$ cat src/rtl/riscv_nn_thr_mem_arbiter.sv
// Shares the single data memory port between the LSU and the NN quantization
// threshold fetcher. Fixed LSU priority with an anti-starvation boost for QNT;
// responses are routed in order through an owner-ID FIFO.
module riscv_nn_thr_mem_arbiter #(
    parameter int unsigned MAX_OUTSTANDING = 2,
    parameter int unsigned STARVE_LIMIT    = 4
) (
    input  logic        clk,
    input  logic        rst,
    input  logic        lsu_req_i,
    input  logic [31:0] lsu_addr_i,
    input  logic        lsu_we_i,
    input  logic [3:0]  lsu_be_i,
    input  logic [31:0] lsu_wdata_i,
    output logic        lsu_gnt_o,
    output logic        lsu_rvalid_o,
    input  logic        qnt_req_i,
    input  logic [31:0] qnt_addr_i,
    output logic        qnt_gnt_o,
    output logic        qnt_rvalid_o,
    output logic [31:0] rsp_rdata_o,
    output logic        data_req_o,
    output logic [31:0] data_addr_o,
    output logic        data_we_o,
    output logic [3:0]  data_be_o,
    output logic [31:0] data_wdata_o,
    input  logic        data_gnt_i,
    input  logic        data_rvalid_i,
    input  logic [31:0] data_rdata_i,
    output logic        err_o
);

    localparam int unsigned PW = (MAX_OUTSTANDING > 1) ? $clog2(MAX_OUTSTANDING) : 1;
    localparam int unsigned CW = $clog2(MAX_OUTSTANDING + 1);
    localparam int unsigned SW = $clog2(STARVE_LIMIT + 1);

    typedef enum logic {IDLE, HOLD} state_e;
    typedef enum logic {OWN_LSU, OWN_QNT} owner_e;

    state_e                      state_q, state_d;
    owner_e                      owner_q, owner_d;
    owner_e                      owner;
    logic                        req;
    logic                        grant;
    logic                        push, pop;
    logic                        full;
    logic                        head_qnt;
    logic [MAX_OUTSTANDING-1:0]  fifo_q, fifo_d;
    logic [PW-1:0]               wr_ptr_q, wr_ptr_d;
    logic [PW-1:0]               rd_ptr_q, rd_ptr_d;
    logic [CW-1:0]               count_q, count_d;
    logic [SW-1:0]               starve_q, starve_d;
    logic                        err_q, err_d;

    assign full = (count_q == CW'(MAX_OUTSTANDING));

    // Arbitration FSM: pass-through in IDLE, owner frozen in HOLD until granted
    always_comb begin
        state_d = state_q;
        owner_d = owner_q;
        req     = 1'b0;
        owner   = OWN_LSU;
        case (state_q)
            IDLE: begin
                if (!full) begin
                    req = lsu_req_i | qnt_req_i;
                end
                if (qnt_req_i && (!lsu_req_i || starve_q == SW'(STARVE_LIMIT))) begin
                    owner = OWN_QNT;
                end
                if (req && !data_gnt_i) begin
                    state_d = HOLD;
                    owner_d = owner;
                end
            end
            HOLD: begin
                req   = 1'b1;
                owner = owner_q;
                if (data_gnt_i) begin
                    state_d = IDLE;
                end
            end
            default: state_d = IDLE;
        endcase
    end

    assign grant = req & data_gnt_i;

    // Memory-side request fields, muxed from the owner and zero when idle
    always_comb begin
        data_req_o   = req;
        data_addr_o  = '0;
        data_we_o    = 1'b0;
        data_be_o    = '0;
        data_wdata_o = '0;
        if (req) begin
            if (owner == OWN_QNT) begin
                data_addr_o = qnt_addr_i;
                data_be_o   = '1;
            end else begin
                data_addr_o  = lsu_addr_i;
                data_we_o    = lsu_we_i;
                data_be_o    = lsu_be_i;
                data_wdata_o = lsu_wdata_i;
            end
        end
    end

    assign lsu_gnt_o = grant & (owner == OWN_LSU);
    assign qnt_gnt_o = grant & (owner == OWN_QNT);

    assign push     = grant;
    assign pop      = data_rvalid_i & (count_q != '0);
    assign head_qnt = fifo_q[rd_ptr_q];

    assign lsu_rvalid_o = pop & ~head_qnt;
    assign qnt_rvalid_o = pop & head_qnt;
    assign rsp_rdata_o  = pop ? data_rdata_i : '0;
    assign err_o        = err_q;

    // Owner FIFO bookkeeping, starvation counter and sticky error
    always_comb begin
        fifo_d   = fifo_q;
        wr_ptr_d = wr_ptr_q;
        rd_ptr_d = rd_ptr_q;
        count_d  = count_q;
        starve_d = starve_q;
        err_d    = err_q | (data_rvalid_i & (count_q == '0));
        if (push) begin
            fifo_d[wr_ptr_q] = (owner == OWN_QNT);
            wr_ptr_d = (wr_ptr_q == PW'(MAX_OUTSTANDING - 1)) ? '0 : wr_ptr_q + 1'b1;
        end
        if (pop) begin
            rd_ptr_d = (rd_ptr_q == PW'(MAX_OUTSTANDING - 1)) ? '0 : rd_ptr_q + 1'b1;
        end
        if (push && !pop) begin
            count_d = count_q + 1'b1;
        end else if (pop && !push) begin
            count_d = count_q - 1'b1;
        end
        if (!qnt_req_i || qnt_gnt_o) begin
            starve_d = '0;
        end else if (lsu_gnt_o && starve_q != SW'(STARVE_LIMIT)) begin
            starve_d = starve_q + 1'b1;
        end
    end

    // State registers
    always_ff @(posedge clk or posedge rst) begin
        if (rst) begin
            state_q  <= IDLE;
            owner_q  <= OWN_LSU;
            fifo_q   <= '0;
            wr_ptr_q <= '0;
            rd_ptr_q <= '0;
            count_q  <= '0;
            starve_q <= '0;
            err_q    <= 1'b0;
        end else begin
            state_q  <= state_d;
            owner_q  <= owner_d;
            fifo_q   <= fifo_d;
            wr_ptr_q <= wr_ptr_d;
            rd_ptr_q <= rd_ptr_d;
            count_q  <= count_d;
            starve_q <= starve_d;
            err_q    <= err_d;
        end
    end

endmodule
$ cat config.mk
export PLATFORM = sky130hd
export DESIGN_NAME = riscv_nn_thr_mem_arbiter
export DESIGN_NICKNAME = d
export VERILOG_FILES = /design/src/rtl/riscv_nn_thr_mem_arbiter.sv
export SDC_FILE = /design/constraint.sdc
export NUM_CORES = 1
export LEC_CHECK = 0
export CORE_AREA = 4 4 93 95
export CTS_CLUSTER_SIZE = 28
export DETAILED_ROUTE_END_ITERATION = 8
export DIE_AREA = 0 0 97 99
export HOLD_SLACK_MARGIN = 0.12
export PLACE_DENSITY = 0.74
export SLEW_MARGIN = 20
export SYNTH_ARGS = -nofsm -noshare
export SYNTH_HDL_FRONTEND = slang
export SYNTH_SLANG_ARGS = --single-unit
$ cat constraint.sdc
create_clock -name clk -period 3.5 [get_ports clk]
set_clock_uncertainty 0.1 [all_clocks]
set_input_delay 1.05 -clock clk [delete_from_list [all_inputs] [get_ports clk]]
set_output_delay 1.05 -clock clk [all_outputs]
set_load 0.02 [all_outputs]
-- Word-level counts from Yosys, hierarchy flattened
Index checks and enable logic that the tools add are counted.
Widths: inputs -> output; s select.
- add/sub/neg operators: 5
- multipliers: 0
- div/mod/pow operators: 0
- magnitude comparators: 3
- eq/ne operators: 3
- shift operators: 0
- multiplexer cells: 28
- bitwise operators: 12
- reductions and logical operators: 18
- operators with widths (cell ; number):
    $mux 32 ; 5
    $mux 1 ; 12
    $mux 4 ; 2
    $and 1x1->1 ; 7
    $logic_and 1x1->1 ; 6
    $mux 3 ; 2
    $pmux 1 s2 ; 3
    $reduce_bool 2->1 ; 3
    $logic_not 1->1 ; 5
    $lt 1x2->1 const B ; 2
    $mux 2 ; 2
    $add 3x1->3 const B ; 1
    $eq 3x3->1 const B ; 1
    $ne 3x3->1 const B ; 1
    $not 1->1 ; 3
    $add 1x1->1 const B ; 2
    $add 2x1->2 const B ; 1
    $bwmux 2 ; 1
    $eq 2x2->1 const B ; 1
    $logic_not 2->1 ; 1
    $logic_or 1x1->1 ; 2
    $or 1x1->1 ; 2
    $reduce_and 2->1 ; 1
    $sub 2x1->2 const B ; 1
    other kinds (2) ; 2
- flip-flop bits (word level): 12
- bits in latches: 0
- bits in writable memories: 0
- memory bits (read-only): 0
- input bits: 139
- word-level logic and storage cells: 77
- memories kept: 0

-- Longest topological paths before layout
- word-level depth: 10
- mapped depth: 9

-- Worst setup path after synthesis
OpenSTA, ideal clock, no wires.
- kind: input-to-output
- start point: input port qnt_req_i
- end point: output port data_addr_o[12]
- data arrival time: 2.126 ns
- data required time: 2.350 ns
- setup slack: 0.224 ns
- stages: 6
- path buffers: 2
- cell sequence: mux2i_1 > a31o_1 > buf_6 > clkbuf_1 > nand2_1 > a21oi_1
- cells in the longest elaborated chain, start to end: 5
- RTL lines (what ; line ; source):
    from (decl) ; 17 ; input logic qnt_req_i,
    $or 1x1->1 / $logic_and 1x1->1 (equally long branches) ; 66, 68 ;
    $mux 1, on equally long branches ; 65, 68 ;
    $mux 1 / $pmux 1 s2 (equally long branches) ; 63 ; case (state_q)
    $pmux 1 s2 / $mux 32 (equally long branches) ; 63, 97 ;
    $mux 32 * ; 96 ; if (req) begin
    to (decl) ; 23 ; output logic [31:0] data_addr_o,
Mark *: on every way between the ends. The rest lies on a longest branch, timed or not. The select of a mux whose other input is x is not followed.

-- Worst setup path in the final report
- start point: input port lsu_req_i
- end point: output port data_addr_o[13]
- cells in the longest elaborated chain, start to end: 7
- RTL lines (what ; line ; source):
    from (decl) ; 10 ; input logic lsu_req_i,
    $logic_not 1->1 ; 68 ; if (qnt_req_i && (!lsu_req_i || starve_q == SW'(STARVE_LIMIT))) begin
    $logic_or 1x1->1 ; 68 ;
    $logic_and 1x1->1 ; 68 ;
    $mux 1 ; 68 ;
    $pmux 1 s2 ; 63 ;
    $mux 32 ; 97 ; if (owner == OWN_QNT) begin
    $mux 32 * ; 96 ;
Marks and branches as above.

==> reports/results.txt <==
final core utilization - 52.7%
Final period util - 99.0%
cell count of the worst reg-to-reg path - 10
Hold Path Cell Cnt - 1
maximum clock insertion buffer count - 2
startpoint class of the critical path - primary input
# IOs - 246
Finish-stage setup viols - 0
Period minus WS final - 3.47 ns
EDFF count, synth - 0
synthesized net count - 400
Syn Inst Count - 258
IO buf count - 245
Worst Path Required - 2.35 ns
WS Path Type - in -> out
layout cells sized above 1 - 28.6%
Core Area - 0.00773 mm²
Hold EP - err_o
synth top area cells - dfrtp_1 (19%), nand2_1 (16%), and2_1 (13%)
PD cells - 540 mW/mm²
Final Wtd Congestion - 0.867
drt wl/cell - 14.6 µm
Site Rows - 32
antenna diode count - 0
DR vias/cell - 4.47
Yosys reg bits - 12
setup ws final - 0.0345 ns
R2R Path End - count_q[1]
Initial DRC Count - 79
first drt pass iteration count - 4
Sink Count - 12
CP max-delay cell - clkdlybuf4s15_1
initial antenna violation count - 0
initial core utilization - 20.8%
Place WS - -0.721 ns
buffer type at the clock tree root - clkbuf_8
critical-path cell list - clkdlybuf4s15_1 -> buf_4 -> a31oi_4 -> buf_12 -> buf_12 -> nand2_1 -> a21oi_1 -> buf_4
via count - 2735
Peak VDD IR - 340 µV
CP Max Fanout - 10
worst r2r src - count_q[0]
number of global-route vias before repair - 2712
CTS tree - done
top cells by count, synth - nand2_1 (68), and2_1 (33), and3_1 (33)
Worst-path clk slew - 0.05 ns
Num CTS Buffers - 3
worst slew pin tran - 0.430 ns
RSZ-0062 raised after global routing - true
Distinct cells, synth - 30
WL final - 8920 µm
Max Clock Freq - 0.289 GHz
max-capacitance violation count - 0
Seq/Total Area, Yosys - 18.7%
largest net degree at the start of global routing - 37
design area - 0.00407 mm²
Top delay family on crit path - buffers and inverters
die footprint - 0.00960 mm²
Layout Nets - 653
final hold vios - 0
area grow syn2layout - 154%
P_leak - 0.00200 µW
Hold Crit Class - reg -> reg
hold path start - err_o
Remaining DRCs - 0
Max Slew Vio Count - 0
reg-to-reg slack, setup - 1.31 ns
synth warn - 0
H-tree depth - 1
Buf+Inv Stages, Crit Path - 5
Slew HR - 71.3%
Synth top area share - 18.7%
Final Hold Slack - 0.357 ns
DIE WIDTH - 97 µm
ys flop type - dfrtp_1
dpl cell area - 0.00427 mm²
Crit. End Element - primary output
Synth async-reset ratio - 100%
die height - 99 µm
global route total overflow - 0
Cell Area, Synth - 0.00161 mm²
status - finished, final reports clean
post-DP HPWL - 7160 µm
Critical Path Max Stage Delay - 0.24 ns
syn_area_per_cell - 6.22 µm²
count leader, synth - nand2_1
WP data arrival - 2.32 ns
Yosys top cell by area - dfrtp_1
Final ANT Viol Nets - 0
Skew-Pair Late Insertion Delay - 0.24 ns
# fillers - 782
first-pass GRT wire length - 13400 µm
GR Util All Layers - 16.9%
-- where the power goes --
group / internal, µW / total, µW / leakage (µW) / switching [µW]
logic: 810 / 1820 / 0.00182 / 1010
registers: 189 / 235 / 0.000146 / 46.7
clock network: 99.1 / 146 / 0.0000288 / 47.4
-- through the flow --
| stage | power [µW] | setup TNS [ns] | cells |
|---|---|---|---|
| after floorplan | 1220 | 0 | 258 |
| after CTS | 2230 | 0 | 610 |
| final | 2200 | 0 | 612 |
| after detailed placement | 2180 | -59.11 | 601 |
| after global routing | 2350 | -0.0159 | 612 |
| after global placement | 2150 | -56.10 | 601 |
-- worst max-delay path by stage --
stage | startpoint | to | slack, ns | depth (start not counted)
final | lsu_req_i | data_addr_o[13] | 0.03 | 8
after global routing | lsu_req_i | data_addr_o[10] | -0.008 | 8
after CTS | qnt_req_i | data_wdata_o[27] | 0.00006 | 6
after detailed placement | qnt_req_i | data_addr_o[6] | -0.72 | 7
after global placement | qnt_req_i | data_addr_o[13] | -0.68 | 7
after floorplan | qnt_req_i | data_addr_o[12] | 0.22 | 6
-- cells by family after synthesis --
logic type / count (synthesis) / share of synthesized area, %
muxes: 2 / 1.25
adders and majority gates: 3 / 2.34
xor gates and xnor gates: 5 / 2.73
DFF: 12 / 18.7
AOI/OAI and AO/OA: 48 / 17.6
buffers and inverters: 31 / 9.35
and+or+nand+nor: 157 / 48.0
-- state kept, by name, indices dropped and copies added (netlist names) --
| signal | cells |
|---|---|
| count_q | 2 |
| err_o | 1 |
| fifo_q | 2 |
| owner_q | 1 |
| rd_ptr_q | 1 |
| starve_q | 3 |
| state_q | 1 |
| wr_ptr_q | 1 |
-- cell usage in the layout, fill, tap and decap left out, types with 2 or more instances in the layout --
master           instances
clkdlybuf4s50_1        137
nand2_1                 68
clkbuf_2                55
and2_1                  33
and3_1                  33
buf_4                   28
buf_2                   27
a21oi_1                 26
nor2_1                  16
dfrtp_1                 12
inv_1                    8
a21oi_2                  6
clkdlybuf4s15_2          6
buf_6                    5
buf_12                   5
clkbuf_8                 4
xnor2_1                  3
a31oi_1                  3
o31ai_1                  3
ha_1                     3
clkdlybuf4s15_1          3
nor2b_1                  2
nand3_1                  2
xor2_1                   2
buf_16                   2
-- worst reg2reg max path: stages (launching register included) --
cell and delay, ns:
dfrtp_1 0.41, nor2b_1 0.26, o21a_2 0.21, inv_2 0.05
buf_12 0.14, nand2_2 0.10, buf_4 0.14, inv_1 0.07
ha_1 0.33, nor2_1 0.14, xor2_1 0.16
-- cell type report --
type                       count  area (µm²)  share of cell area, %
clock buffer                   4        55.1                   1.35
multi-input combinational    215        1220                   30.0
tap                          102         128                   3.13
timing repair buffer         270        2330                   57.3
inverter                       9        33.8                  0.829
sequential                    12         300                   7.37
-- metal layers --
layer	up-vias	GRT usage (%)	share of wire [%]
met2	150	29.8	50
li1	1356	-	-
met1	1219	19.0	38
met5	-	0	0
met4	0	4.32	1.5
met3	10	6.79	9.8
-- repair_timing --
item                                    4_1_cts  5_1_grt
gates cloned                                  3        1
endpoints found under the setup margin      106       97
hold buffers                                  0        0
buffers inserted                              2        1
resized for setup                           299       98
pin swaps                                     1        1
Note: power is estimated with default switching activity, not from simulation.
